`src/rtl/spi_pkg.sv`:
```
// Shared SPI constants and state encoding for the slave transmitter
// and the ADC SPI receiver.
package spi_pkg;

    localparam int SPI_WORD_BITS   = 16;
    localparam int SPI_SYNC_STAGES = 2;

    typedef enum logic [1:0] {
        IDLE,
        SHIFT,
        WAIT_NSS
    } spi_tx_state_t;

endpackage

```
`src/rtl/spi_sync_edge.sv`:
```
// N-stage pin synchroniser with registered-level edge pulses.
// Edges compare the last stage with its one-cycle-delayed copy.
module spi_sync_edge
    import spi_pkg::*;
#(
    parameter int   STAGES      = SPI_SYNC_STAGES,
    parameter logic RESET_LEVEL = 1'b0
) (
    input  logic clock,
    input  logic reset,
    input  logic pin,
    output logic level,
    output logic rise,
    output logic fall
);

    logic [STAGES-1:0] sync_q, sync_d;
    logic              prev_q, prev_d;

    always_comb begin
        sync_d = {sync_q[STAGES-2:0], pin};
        prev_d = sync_q[STAGES-1];
    end

    always_ff @(posedge clock) begin
        if (reset) begin
            sync_q <= {STAGES{RESET_LEVEL}};
            prev_q <= RESET_LEVEL;
        end else begin
            sync_q <= sync_d;
            prev_q <= prev_d;
        end
    end

    assign level = sync_q[STAGES-1];
    assign rise  = level & ~prev_q;
    assign fall  = ~level & prev_q;

endmodule

```
`src/rtl/spi_slave_tx.sv`:
```
// SPI mode-0 slave transmitter, MSB first, one-deep holding register.
// Define SPI_TX_TRISTATE_EN to release MISO while NSS is high.
module spi_slave_tx
    import spi_pkg::*;
#(
    parameter int WORD_BITS   = SPI_WORD_BITS,
    parameter int SYNC_STAGES = SPI_SYNC_STAGES
) (
    input  logic                 clock,
    input  logic                 reset,
    input  logic                 spi_nss,
    input  logic                 spi_clock_in,
    output logic                 spi_data_out,
    input  logic [WORD_BITS-1:0] data_in,
    input  logic                 data_valid,
    output logic                 data_ready,
    output logic                 busy,
    output logic                 tx_done,
    output logic                 tx_abort,
    output logic                 tx_underrun
);

    localparam int CNT_W = $clog2(WORD_BITS + 1);
    localparam logic [CNT_W-1:0] LAST_CNT = CNT_W'(WORD_BITS - 1);

    spi_tx_state_t        state_q, state_d;
    logic [WORD_BITS-1:0] shift_q, shift_d;
    logic [WORD_BITS-1:0] word_q, word_d;
    logic [WORD_BITS-1:0] hold_q, hold_d;
    logic [WORD_BITS-1:0] last_q, last_d;
    logic                 hold_full_q, hold_full_d;
    logic [CNT_W-1:0]     cnt_q, cnt_d;
    logic                 miso_q, miso_d;
    logic                 done_q, done_d;
    logic                 abort_q, abort_d;
    logic                 under_q, under_d;

    logic nss_level, nss_rise, nss_fall;
    logic sck_level_unused, sck_rise, sck_fall;

    spi_sync_edge #(
        .STAGES     (SYNC_STAGES),
        .RESET_LEVEL(1'b1)
    ) u_nss_sync (
        .clock(clock),
        .reset(reset),
        .pin  (spi_nss),
        .level(nss_level),
        .rise (nss_rise),
        .fall (nss_fall)
    );

    spi_sync_edge #(
        .STAGES     (SYNC_STAGES),
        .RESET_LEVEL(1'b0)
    ) u_sck_sync (
        .clock(clock),
        .reset(reset),
        .pin  (spi_clock_in),
        .level(sck_level_unused),
        .rise (sck_rise),
        .fall (sck_fall)
    );

    always_comb begin
        state_d     = state_q;
        shift_d     = shift_q;
        word_d      = word_q;
        hold_d      = hold_q;
        hold_full_d = hold_full_q;
        last_d      = last_q;
        cnt_d       = cnt_q;
        done_d      = 1'b0;
        abort_d     = 1'b0;
        under_d     = 1'b0;

        // A load only lands when empty, so it never races the consume below.
        if (data_valid && !hold_full_q) begin
            hold_d      = data_in;
            hold_full_d = 1'b1;
        end

        unique case (state_q)
            IDLE: begin
                if (nss_fall) begin
                    if (hold_full_q) begin
                        shift_d     = hold_q;
                        hold_full_d = 1'b0;
                    end else begin
                        shift_d = last_q;
                        under_d = 1'b1;
                    end
                    word_d  = shift_d;
                    cnt_d   = '0;
                    state_d = SHIFT;
                end
            end
            SHIFT: begin
                if (nss_rise) begin
                    abort_d = 1'b1;
                    state_d = IDLE;
                end else begin
                    if (sck_rise) begin
                        cnt_d = cnt_q + 1'b1;
                        if (cnt_q == LAST_CNT) begin
                            state_d = WAIT_NSS;
                        end
                    end
                    if (sck_fall && cnt_q != '0) begin
                        shift_d = {shift_q[WORD_BITS-2:0], 1'b0};
                    end
                end
            end
            WAIT_NSS: begin
                if (nss_rise) begin
                    done_d  = 1'b1;
                    last_d  = word_q;
                    state_d = IDLE;
                end
            end
            default: state_d = IDLE;
        endcase

        miso_d = (state_d == SHIFT) && !nss_level
                 && shift_d[WORD_BITS-1];
    end

    always_ff @(posedge clock) begin
        if (reset) begin
            state_q     <= IDLE;
            shift_q     <= '0;
            word_q      <= '0;
            hold_q      <= '0;
            hold_full_q <= 1'b0;
            last_q      <= '0;
            cnt_q       <= '0;
            miso_q      <= 1'b0;
            done_q      <= 1'b0;
            abort_q     <= 1'b0;
            under_q     <= 1'b0;
        end else begin
            state_q     <= state_d;
            shift_q     <= shift_d;
            word_q      <= word_d;
            hold_q      <= hold_d;
            hold_full_q <= hold_full_d;
            last_q      <= last_d;
            cnt_q       <= cnt_d;
            miso_q      <= miso_d;
            done_q      <= done_d;
            abort_q     <= abort_d;
            under_q     <= under_d;
        end
    end

    assign data_ready  = !hold_full_q;
    assign busy        = (state_q != IDLE);
    assign tx_done     = done_q;
    assign tx_abort    = abort_q;
    assign tx_underrun = under_q;

`ifdef SPI_TX_TRISTATE_EN
    assign spi_data_out = (nss_level || reset) ? 1'bz : miso_q;
`else
    assign spi_data_out = miso_q;
`endif

endmodule
```
`config.mk`:
```
export PLATFORM = sky130hd
export DESIGN_NAME = spi_slave_tx
export DESIGN_NICKNAME = d
export VERILOG_FILES = /design/src/rtl/spi_pkg.sv /design/src/rtl/spi_sync_edge.sv /design/src/rtl/spi_slave_tx.sv
export SDC_FILE = /design/constraint.sdc
export NUM_CORES = 1
export LEC_CHECK = 0
export CORE_MARGIN = 4
export CORE_UTILIZATION = 55
export DETAILED_ROUTE_END_ITERATION = 10
export GPL_TIMING_DRIVEN = 0
export HOLD_SLACK_MARGIN = 0.1
export PLACE_DENSITY_LB_ADDON = 0.3
export SLEW_MARGIN = 20
export SYNTH_ARGS = -nofsm -noshare
export SYNTH_HDL_FRONTEND = slang
export SYNTH_SLANG_ARGS = --single-unit
```
`constraint.sdc`:
```
create_clock -name clock -period 4.83 [get_ports clock]
set_clock_uncertainty 0.05 [all_clocks]
set_input_delay 0.7245 -clock clock [delete_from_list [all_inputs] [get_ports clock]]
set_output_delay 0.7245 -clock clock [all_outputs]
set_load 0.1 [all_outputs]
```
==> impl_metrics.py, run 1 <==
metrics = {
    "floorplan": {
        "rows": 28,
        "die_width_um": 86.9,
        "ioPinCount": 27,
        "core-area_um2": 5990,
        "start_util_pct": 57.2,
        "chipHeight_um": 86.9,
        "die_area_um2": 7550,
    },
    "layout": {
        "syn2layout_area_growth_pct": 16.3,
        "seq_area_um2": 1640,
        "multi_input_area_um2": 1610,
        "stdcell_area_um2": 3980,
        "antenna_cells": 0,
        "nFillCells": 483,
        "layout.nets": 444,
        "drive_above_1_share_pct": 11.3,
        "final_cell_mix": "dfxtp_1, nand2_1, a21oi_1, a211oi_1, nor2_1",
        "layout_commonest_cell": "dfxtp_1",
    },
    "clocking": {
        "cts_tree": "built",
        "cts.htree.levels": 3,
        "clk_path_buf_depth": 2,
        "root_buffer": "clkbuf_8",
        "post_cts_resized": 0,
        "worstSkewPairLatency_ps": 350,
        "post-cts-setup-buffer-count": 0,
        "cts.sinks": 82,
        "cts_hold_buf": 0,
        "cts_buffers": 9,
        "path_clk_slew_ps": 80,
    },
    "routing": {
        "drc": 0,
        "route.vias.total": 2826,
        "wl_um": 7480,
        "drt_iter0_drc": 161,
        "detail_route.wl_per_cell_um": 15.0,
        "drtAntennaViolNets": 0,
        "vias_per_cell": 5.65,
        "drt_pass1_iterations": 4,
    },
    "worst_setup_path": {
        "worstSetupPathType": "flip-flop to output port",
        "r2r_cells": 7,
        "timing.rr.start": "cnt_q[0]",
        "rrSetupSlack_ps": 2670,
        "worstPathArrival_ps": 2550,
        "slowest_delay_ps": 1120,
        "critPathLaunch": "state_q[1]",
        "cp_common_cell": "buf_2",
        "crit_path_start_kind": "flip-flop",
        "slowest_stage": "clkdlybuf4s50_1",
        "required_ps": 4060,
        "crit-reg2reg-capture": "shift_q[13]",
        "crit_fanout": 10,
        "critPathTopFamily": "buffers and inverters",
        "crit_path_end_kind": "output port",
        "crit_chain": "buf_2, buf_2, or2_2, clkdlybuf4s50_1",
        "crit_buf_inv": 3,
        "path_depth": 4,
    },
    "synth": {
        "synthMuxAreaShare_pct": 5.30,
        "synth-xor-area-share_pct": 0,
        "syn_avg_cell_area_um2": 8.92,
        "synth_fa_ha_area_share_pct": 1.10,
        "ys_warn_count": 0,
        "synth_compound_area_share_pct": 20.3,
        "synth_top_family_by_area": "compound AO/OA/AOI/OAI gates",
        "yosysTopAreaCellShare_pct": 47.9,
        "yosys.area.top_type": "dfxtp_1",
        "yosys-top-cells-area": "dfxtp_1, a211oi_1, nand2_1, a21oi_1, mux2i_1",
        "ys_seq_elements": 82,
        "syn_nets": 408,
        "synth_area_um2": 3420,
        "synth_cell_types": 39,
        "syn_inst": 384,
        "synth-simple-area-share_pct": 20.3,
        "yosysSeqAreaShare_pct": 47.9,
    },
    "timing": {
        "tns_ps": 0,
        "period_minus_slack_ps": 3330,
        "slew_headroom_pct": 35.4,
        "slew_viol_final": 0,
        "rsz0062_at_grt": "no",
        "setup_viol": 0,
        "worst_pin_slew_ps": 967,
        "hold_viol": 0,
        "fmax_mhz": 301,
        "fin_crit_sh_pct": 68.9,
    },
    "pwr": {
        "leakagePower_nw": 1.40,
        "power_density_nw_per_um2": 332,
        "ir_worst_vdd_mv": 0.242,
    },
    "grt": {
        "antenna_found_initial": 0,
        "overflow": 0,
        "grtUsageTotal_pct": 22.0,
        "grt_pass1_wl_um": 13100,
        "grt_pass1_vias": 2900,
        "grt_max_degree": 14,
    },
    "placed_design": {
        "placed_area_um2": 3770,
        "port_buffers": 25,
        "dpl.hpwl_um": 5300,
        "gp_congestion": 0.806,
    },
    "flow_run": {
        "max_cap_violations": 0,
    },
    "worst_hold_path": {
        "hold_class": "flip-flop to flip-flop",
        "min_path_cells": 1,
        "min_from": "u_nss_sync.sync_q[0]",
        "holdPathEnd": "u_nss_sync.sync_q[1]",
    },
    "status": {
        "status": "finished clean",
    },
}
==> cell type report <==
class	instances	share of cell area [%]
Clock buffer	12	4.15
Timing Repair Buffer	25	6.28
Sequential cell	82	41.2
Clock inverter	4	1.23
Tap cell	75	2.36
Inverter	7	0.660
Multi-Input combinational cell	267	40.4
Buffer	28	3.68
==> cells by family after synthesis <==
family | count (synthesis)
and+or+nand+nor | 140
muxes | 18
adders and majority gates | 3
DFF | 82
AOI/OAI and AO/OA | 106
buffers and inverters | 35
==> power breakdown <==
| group | total, W | internal (W) | switching, W |
|---|---|---|---|
| Clock | 0.000524 | 0.000280 | 0.000243 |
| Sequential | 0.000696 | 0.000688 | 0.00000750 |
| Combinational | 0.000103 | 0.0000405 | 0.0000627 |
==> state kept, by name, indices dropped and copies added (netlist names) <==
register and count:
hold_full_q 1, state_q 2, u_sck_sync.sync_q 2, shift_q 16, word_q 16, cnt_q 5
tx_abort 1, u_sck_sync.prev_q 1, last_q 16, spi_data_out 1, u_nss_sync.sync_q 2, u_nss_sync.prev_q 1
tx_done 1, hold_q 16, tx_underrun 1
==> per-stage QoR <==
step,power (W),std cells,util (%),hold slack [ps],worst slack (ps)
after floorplan,0.000778,384,-,339,2830
after global placement,0.000812,484,62.9,344,1890
after detailed placement,0.000815,484,62.9,351,1880
after CTS,0.00133,500,66.5,370,1480
after global routing,0.00138,500,66.5,394,1370
final,0.00132,500,66.5,370,1500
==> worst register-to-register path: stages, from the launching register on <==
cell	delay [ps]
dfxtp_1	330
inv_1	90
ha_1	140
or4b_1	490
o2111ai_1	140
nand2_1	230
clkbuf_1	320
a211oi_1	280
==> metal layers <==
layer  vias to the layer above  GRT usage [%]  share of wire, %
met3                         9           5.30               5.5
met2                        65           36.8                50
met1                      1328           28.1                44
li1                       1424              -                 -
met5                         -              0                 0
met4                         0           6.23               1.1
==> synth_stat cells (all sizes together) <==
master   number
a21o          1
or4bb         1
mux2i        17
o22a          1
or2           3
a31o          1
o2111a        1
a211oi       46
nand3         2
and3b         1
inv           7
nand4b        2
a41o          1
nor2b         8
a21oi        51
dfxtp        82
nand2b        1
clkbuf       17
and3          2
nor3          5
ha            3
a2111oi       1
and2          2
nand2        71
o31ai         1
or4b          2
a31oi         1
or3b          1
mux2          1
o2111ai       1
nor2         37
buf          11
nand4         2
==> worst max-delay path by stage <==
stage                       to  slack [ps]
after floorplan           busy        2830
after global placement    busy        1890
after detailed placement  busy        1880
after CTS                 busy        1480
after global routing      busy        1370
final                     busy        1500
No activity file was read; power rests on OpenSTA's default activity.
==> run 2, diff against run 1 <==
--- a/config.mk
+++ b/config.mk
@@ -6,7 +6,7 @@
 export NUM_CORES = 1
 export LEC_CHECK = 0
 export CORE_MARGIN = 4
-export CORE_UTILIZATION = 55
+export CORE_UTILIZATION = 52
 export DETAILED_ROUTE_END_ITERATION = 10
 export GPL_TIMING_DRIVEN = 0
 export HOLD_SLACK_MARGIN = 0.1
==> constraint.sdc (replaced) <==
create_clock -name clock -period 2.8 [get_ports clock]
set_clock_uncertainty 0.05 [all_clocks]
set_input_delay 0.42 -clock clock [delete_from_list [all_inputs] [get_ports clock]]
set_output_delay 0.42 -clock clock [all_outputs]
set_load 0.1 [all_outputs]
==> run 2 against run 1 <==
  * Via count grew 0.32%
  * Wire length up 0.87%
  * Sequential power grew 72%
  * Sequential share of layout area increased by 0.26 points
  * First-iteration DRC count decreased by 8.7%
  * Core utilization is 4.5 points lower
  * Clock power grew 64%
  * Critical path type unchanged
  * Largest cell class unchanged
==> impl_metrics.py, run 2 (same netlist as run 1, synthesis figures left out) <==
metrics = {
    "status": {
        "status": "finished clean",
    },
    "grt": {
        "grtUsageTotal_pct": 21.0,
        "grt_pass1_wl_um": 12900,
        "grt_max_degree": 15,
        "antenna_found_initial": 0,
        "overflow": 0,
        "grt_pass1_vias": 2694,
    },
    "timing": {
        "setup_viol": 0,
        "rsz0062_at_grt": "no",
        "slew_headroom_pct": 35.4,
        "hold_viol": 0,
        "fin_crit_sh_pct": 92.6,
        "worst_pin_slew_ps": 966,
        "fmax_mhz": 386,
        "tns_ps": 0,
        "period_minus_slack_ps": 2590,
        "slew_viol_final": 0,
        "layout_setup_ws_ps": 207,
    },
    "worst_setup_path": {
        "crit_fanout": 10,
        "crit_path_start_kind": "flip-flop",
        "worstPathArrival_ps": 2120,
        "required_ps": 2330,
        "worstSetupPathType": "flip-flop to output port",
        "crit_path_end_kind": "output port",
    },
    "layout": {
        "layout.nets": 444,
        "layout_commonest_cell": "dfxtp_1",
        "nFillCells": 568,
        "syn2layout_area_growth_pct": 15.6,
        "seq_area_um2": 1640,
        "antenna_cells": 0,
        "multi_input_area_um2": 1610,
        "drive_above_1_share_pct": 11.3,
        "final_cell_mix": "dfxtp_1, nand2_1, a21oi_1, a211oi_1, nor2_1",
    },
    "placed_design": {
        "place_ws_ps": 152,
        "gp_congestion": 0.803,
        "dpl.hpwl_um": 5300,
        "port_buffers": 25,
    },
    "worst_hold_path": {
        "hold_class": "flip-flop to flip-flop",
    },
    "floorplan": {
        "start_util_pct": 53.6,
        "core-area_um2": 6390,
        "die_area_um2": 7950,
        "ioPinCount": 27,
        "chipHeight_um": 89.2,
        "rows": 29,
        "die_width_um": 89.2,
    },
    "routing": {
        "drc": 0,
        "route.vias.total": 2835,
        "drt_pass1_iterations": 4,
        "vias_per_cell": 5.66,
        "drt_iter0_drc": 147,
        "detail_route.wl_per_cell_um": 15.1,
        "wl_um": 7550,
        "drtAntennaViolNets": 0,
    },
    "clocking": {
        "worstSkewPairLatency_ps": 360,
        "cts_buffers": 9,
        "cts.sinks": 82,
        "path_clk_slew_ps": 90,
        "clk_path_buf_depth": 2,
        "cts_hold_buf": 0,
        "cts.htree.levels": 3,
        "cts_tree": "built",
        "root_buffer": "clkbuf_8",
    },
    "pwr": {
        "leakagePower_nw": 1.38,
        "ir_worst_vdd_mv": 0.310,
        "power_density_nw_per_um2": 565,
    },
    "flow_run": {
        "max_cap_violations": 0,
    },
}
-- run 2: what timing repair did --
item / CTS / global route
endpoints found under the setup margin: 1 / 1
gates resized for setup: 1 / 2
gates cloned: 0 / 0
setup buffers: 0 / 0
-- run 2: cell type report --
class | count | area share, %
Sequential cell | 82 | 41.5
Multi-Input combinational cell | 267 | 40.7
Timing Repair Buffer | 25 | 6.20
Buffer | 28 | 3.70
Clock buffer | 9 | 3.13
Tap cell | 77 | 2.43
Clock inverter | 6 | 1.71
Inverter | 7 | 0.664
-- run 2: critical path, cell delays in order (launching register included) --
cell and delay (ps):
dfxtp_1 320, buf_2 210, inv_1 100, clkdlybuf4s50_1 1130
-- run 2: where the power goes --
part	total [W]	switching (W)	internal, W
clock	0.000858	0.000448	0.000410
sequential	0.00120	0.0000132	0.00119
combinational	0.000177	0.000108	0.0000691
total	0.00224	0.000570	0.00167
-- run 2: metrics by stage --
stage          total power, W  cell area [um^2]  instances  utilization [%]  hold WS, ps
6_report              0.00224              3960        501             62.0          366
5_1_grt               0.00231              3960        501             62.0          387
4_1_cts               0.00224              3960        501             62.0          372
3_5_place_dp          0.00141              3770        486             59.1          353
3_3_place_gp          0.00140              3770        486             59.1          345
2_1_floorplan         0.00134              3420        384                -          339
-- run 2: routing by layer --
layer,routed length (um),global-route usage (%),up-vias
li1,-,-,1420
met1,3530,27.4,1364
met2,3650,33.8,39
met3,203,4.24,12
met4,158,9.07,0
met5,0,0,-
-- run 2: path summary, 6_finish.rpt --
path,start,endpoint,slack [ps],cells after the start
worst max register to register,cnt_q[0],shift_q[5],650,7
worst min-delay path,u_nss_sync.sync_q[0],u_nss_sync.sync_q[1],370,1
worst min register to register,u_nss_sync.sync_q[0],u_nss_sync.sync_q[1],370,1
worst max-delay path,hold_full_q,data_ready,210,3
==> RTL edit 1 (config.mk and constraints of run 2) <==
Encoding of `spi_tx_state_t`: now one-hot (3 bits for 3 states).
--- a/src/rtl/spi_pkg.sv
+++ b/src/rtl/spi_pkg.sv
@@ -7,6 +7,6 @@
 
-    typedef enum logic [1:0] {
-        IDLE,
-        SHIFT,
-        WAIT_NSS
+    typedef enum logic [2:0] {
+        IDLE     = 3'b001,
+        SHIFT    = 3'b010,
+        WAIT_NSS = 3'b100
     } spi_tx_state_t;
Function: no difference found for any inputs over 10 cycles, from zero or initial values and one cycle with reset high; not proved beyond that.
==> RTL edit 1 against run 2 <==
Wire length fell by 0.74%; synthesized cell count fell by 2.9%; via count fell by 2.6%; setup slack improved by 0.096 ns; total power rose by 4.7%; sequential cell count rose by 1; design area fell by 2.7%; non-clock buffer count fell by 2; area after synthesis fell by 4.3%; highest routed layer unchanged; die area fell by 3.9%.
==> RTL edit 1: results (changes against run 2) <==
[cells_and_area]
fin_nets=433  ; was 444
drive_gt1_share_pct=9.90  ; was 11.3%
fin_cells=489  ; was 501
n_antenna_cell=0  ; unchanged

[route]
route.detailed.drc=0  ; unchanged
vias=2762  ; was 2835
first_iter_violations=110  ; was 147
dr.pass1.iters=5  ; was 4
routedWlPerCell_um=15.3  ; was 15.1 um

[yosys]
synth.area.top_cells=dfxtp_1 (51%), nand2_1 (9.2%), a21oi_1 (5.3%), mux2i_1 (5.2%), mux2_2 (5.2%)  ; was dfxtp_1 (48%), a211oi_1 (9.9%), nand2_1 (7.8%), a21oi_1 (7.5%), mux2i_1 (5.0%)
synthTopCellsByCount=dfxtp_1 (83), nand2_1 (80), a21oi_1 (35)  ; was dfxtp_1 (82), nand2_1 (71), a21oi_1 (51)
synth_compound_area_share_pct=11.6  ; was 20.3%
synthXorXnorAreaFrac_pct=0.267  ; was 0%
synth.area.mux_share_pct=10.3  ; was 5.30%
async_flop_share_pct=0  ; unchanged
synth-main-ff-cell=dfxtp_1  ; unchanged
synth_cell_types=39  ; unchanged
yosys_warnings=0  ; unchanged
avgSynthCellArea_sq_um=8.79  ; was 8.92 sq um
synth_nets=397  ; was 408
synth_fa_ha_area_share_pct=1.15  ; was 1.10%
seq_area_frac_synth_pct=50.7  ; was 47.9%

[critical_path]
critPathTopFamily=buffers and inverters  ; unchanged
r2r_cells=7  ; unchanged
max_stage_delay_ns=0.87  ; was 1.13 ns
cp_slowest_cell=dlygate4sd2_1  ; was clkdlybuf4s50_1
critPathMaxFanout=10  ; unchanged
arrival_ns=2.03  ; was 2.12 ns

[placed_design]
routabilityCongestion=0.864  ; was 0.803
detailed_place.area_sq_um=3620  ; was 3770 sq um
place_hpwl_um=5140  ; was 5300 um
dp.cells=473  ; was 486
io_buffers=25  ; unchanged

[clock_tree]
cts.clk_slew.worst_paths_ns=0.08
clock-root-buffer=clkbuf_8  ; unchanged
clockBufferDepth=2  ; unchanged
cts_inserted_buffers=9  ; unchanged
cts_htree_levels=3  ; unchanged
insertion_delay_ns=0.35

[power]
peakVddDrop_uv=490  ; was 310 uV
p_leak_uw=0.00133  ; was 0.00138 uW

[grt]
antenna_found_initial=0  ; unchanged
grt_first_pass_wirelength_um=12600  ; was 12900 um
grt_pass1_vias=2724  ; was 2694
track_usage_pct=21.5  ; was 21.0%
grt_max_degree=15  ; unchanged

[outcome]
status=finished, final reports clean  ; unchanged

[timing]
finalSetupViolations=0  ; unchanged
tightest_slew_ns=0.968  ; was 0.966 ns

[min_path]
hp-class=reg2reg  ; unchanged
hold_path_depth=1  ; unchanged

[RTL edit 1: area by class of cell]
type	instances	area (sq um)
multi-input cells	257	1480
repair buffers	25	251
fillers	519	2180
plain buffers	26	109
well taps	75	93.8
inverters	7	26.3
flip-flops and latches	83	1660
clock inverters	5	85.1
clock buffers	11	141
[RTL edit 1: cells by family (layout without fill, tap and decap cells)]
logic type	Yosys count	count (layout)
compound gates	65	65
xor+xnor	1	1
fa+ha+maj	3	3
buf+inv	33	74
flops	83	83
mux	32	32
simple gates	156	156
[RTL edit 1: final timing paths]
check	slack (ns)	startpoint	to
setup / recovery	0.30	hold_full_q	data_ready
hold / removal	0.39	u_nss_sync.sync_q[0]	u_nss_sync.sync_q[1]
setup reg to reg	0.48	state_q[0]	shift_q[9]
hold reg to reg	0.39	u_nss_sync.sync_q[0]	u_nss_sync.sync_q[1]
[RTL edit 1: metal layers]
layer  vias up  wire [um]  global-route usage [%]
li1       1348          -                       -
met1      1313       3260                    25.5
met2        88       3670                    36.7
met3        13        450                    6.62
met4         0        118                    6.97
met5         -          0                       0
[RTL edit 1: power by group]
part,switching (uW),total [uW],internal (uW),leakage (uW)
logic,106,171,64.9,0.000543
clock network,425,956,531,0.000110
registers,13.0,1220,1200,0.000673
[RTL edit 1: per-stage QoR]
step | hold slack, ns | setup slack [ns]
3_3_place_gp | 0.350 | 0.340
5_1_grt | 0.420 | 0.214
6_report | 0.387 | 0.304
2_1_floorplan | 0.339 | 0.747
4_1_cts | 0.393 | 0.0189
3_5_place_dp | 0.372 | 0.340
[RTL edit 1: repair_timing]
item / 4_1_cts / 5_1_grt
buffers inserted: 0 / 0
hold endpoints to repair: 0 / 0
resized for setup: 1 / 1
hold buffers: 0 / 0
pin swaps: 0 / 0
endpoints found under the setup margin: 1 / 1
==> RTL edit 2 (flow settings as in run 2) <==
Made on the original files. Change the parameter `RESET_LEVEL` from 1'b1 to 1'b0.
--- a/src/rtl/spi_slave_tx.sv
+++ b/src/rtl/spi_slave_tx.sv
@@ -42,3 +42,3 @@
         .STAGES     (SYNC_STAGES),
-        .RESET_LEVEL(1'b1)
+        .RESET_LEVEL(1'b0)
     ) u_nss_sync (
Function: changed (Yosys sat finds a counterexample within 4 cycles, from zero or initial values and one cycle with reset high).
==> RTL edit 2 against run 2 <==
Largest cell class unchanged; total power shrank 7.0%; via count shrank 5.6%; final cell count shrank 0.80%; largest power group unchanged; setup slack gained 0.013 ns; critical path depth is the same; utilization grew 0.42 points; area after synthesis shrank 6.2%; sequential cell count is the same; global-route usage grew 0.48 points; register-to-register slack gained 0.08 ns; wire length shrank 4.3%; design area shrank 6.1%.
==> RTL edit 2: results (changes against run 2) <==
[outcome]
status=finished, final reports clean  ; unchanged

[min_path]
hold_path_depth=1  ; unchanged
min-delay-start=u_nss_sync.sync_q[0]  ; unchanged

[clock_tree]
cts.clk_slew.worst_paths_ns=0.08
insertion_delay_ns=0.36  ; about the same
cts_htree_levels=3  ; unchanged
cts_setup_buffers=0  ; unchanged
clock-root-buffer=clkbuf_8  ; unchanged
cts_resized=0  ; was 1

[critical_path]
arrival_ns=2.11
cp_slowest_cell=clkdlybuf4s50_1  ; unchanged
max_stage_delay_ns=1.13  ; about the same
r2r_cells=6  ; was 7
critPathMaxFanout=10  ; unchanged

[power]
p_leak_uw=0.00130  ; was 0.00138 uW
peakVddDrop_uv=361  ; was 310 uV

[yosys]
synth_cell_types=37  ; was 39
synth_fa_ha_area_share_pct=1.17  ; was 1.10%
synth_nets=406  ; was 408
synthTopCellsByCount=nand2_1 (126), dfxtp_1 (82), a21oi_1 (54)  ; was dfxtp_1 (82), nand2_1 (71), a21oi_1 (51)
synth.area.top_cells=dfxtp_1 (51%), nand2_1 (15%), a21oi_1 (8.4%), mux2_2 (4.9%), a31oi_1 (2.9%)  ; was dfxtp_1 (48%), a211oi_1 (9.9%), nand2_1 (7.8%), a21oi_1 (7.5%), mux2i_1 (5.0%)
seq_area_frac_synth_pct=51.1  ; was 47.9%
yosys_warnings=0  ; unchanged
async_flop_share_pct=0  ; unchanged
synth_compound_area_share_pct=12.9  ; was 20.3%
synth.area.mux_share_pct=5.53  ; was 5.30%
synthXorXnorAreaFrac_pct=0.545  ; was 0%
avgSynthCellArea_sq_um=8.41  ; was 8.92 sq um

[grt]
grt_pass1_vias=2605  ; was 2694
track_usage_pct=21.5  ; was 21.0%
grt_max_degree=14  ; was 15
grt_first_pass_wirelength_um=12500  ; was 12900 um
antenna_found_initial=0  ; unchanged

[cells_and_area]
n_antenna_cell=0  ; unchanged
drive_gt1_share_pct=10.9  ; was 11.3%
fillCellCount=521  ; was 568
fin_nets=442  ; was 444

[placed_design]
dp.cells=482  ; was 486
routabilityCongestion=0.848  ; was 0.803
io_buffers=25  ; unchanged
place_ws_ns=0.599  ; was 0.152 ns
place_hpwl_um=4960  ; was 5300 um

[route]
routed_wl_um=7220  ; was 7550 um
routed_via_density=5.39  ; was 5.66
vias=2677  ; was 2835
first_iter_violations=180  ; was 147
dr.pass1.iters=4  ; unchanged

[timing]
finalSetupViolations=0  ; unchanged
tightest_slew_ns=0.966  ; about the same

[run]
max_cap_violations=0  ; unchanged

==> RTL edit 2: critical path: cells and delay by family, from the launching register on <==
kind | cells | cell delay, ns
flip-flops | 1 | 0.31
buffers and inverters | 3 | 1.45
==> RTL edit 2: power by group <==
group | total, uW | internal (uW) | switching, uW
sequential | 1200 | 1190 | 11.6
clock | 725 | 310 | 415
combinational | 157 | 64.3 | 93.1
==> RTL edit 2: layer usage <==
layer | GRT usage, % | up-vias | share of wire, %
met5 | 0 | - | 0
met1 | 28.6 | 1243 | 47
li1 | - | 1342 | -
met3 | 3.52 | 17 | 5.0
met2 | 33.7 | 75 | 45
met4 | 10.8 | 0 | 2.6
==> RTL edit 2: layout make-up <==
type	instances	area, sq um	share of cell area [%]
timing repair buffer	25	250	6.73
inverter	7	26.3	0.707
clock inverter	6	35.0	0.943
sequential	82	1640	44.2
tap	75	93.8	2.53
multi-input combinational	270	1420	38.2
clock buffer	9	124	3.33
buffer	23	126	3.40
==> RTL edit 2: worst paths after layout <==
check | endpoint | slack (ns)
worst max-delay path | data_ready | 0.22
worst min-delay path | u_nss_sync.sync_q[1] | 0.40
worst max register to register | spi_data_out | 0.73
worst min register to register | u_nss_sync.sync_q[1] | 0.40
==> RTL edit 2: through the flow <==
| step | hold slack, ns | power [uW] | cell area, sq um |
|---|---|---|---|
| 2_1_floorplan | 0.364 | 1320 | 3210 |
| 3_3_place_gp | 0.385 | 1380 | 3560 |
| 3_5_place_dp | 0.388 | 1380 | 3560 |
| 4_1_cts | 0.399 | 2090 | 3720 |
| 5_1_grt | 0.412 | 2170 | 3720 |
| 6_report | 0.398 | 2080 | 3720 |
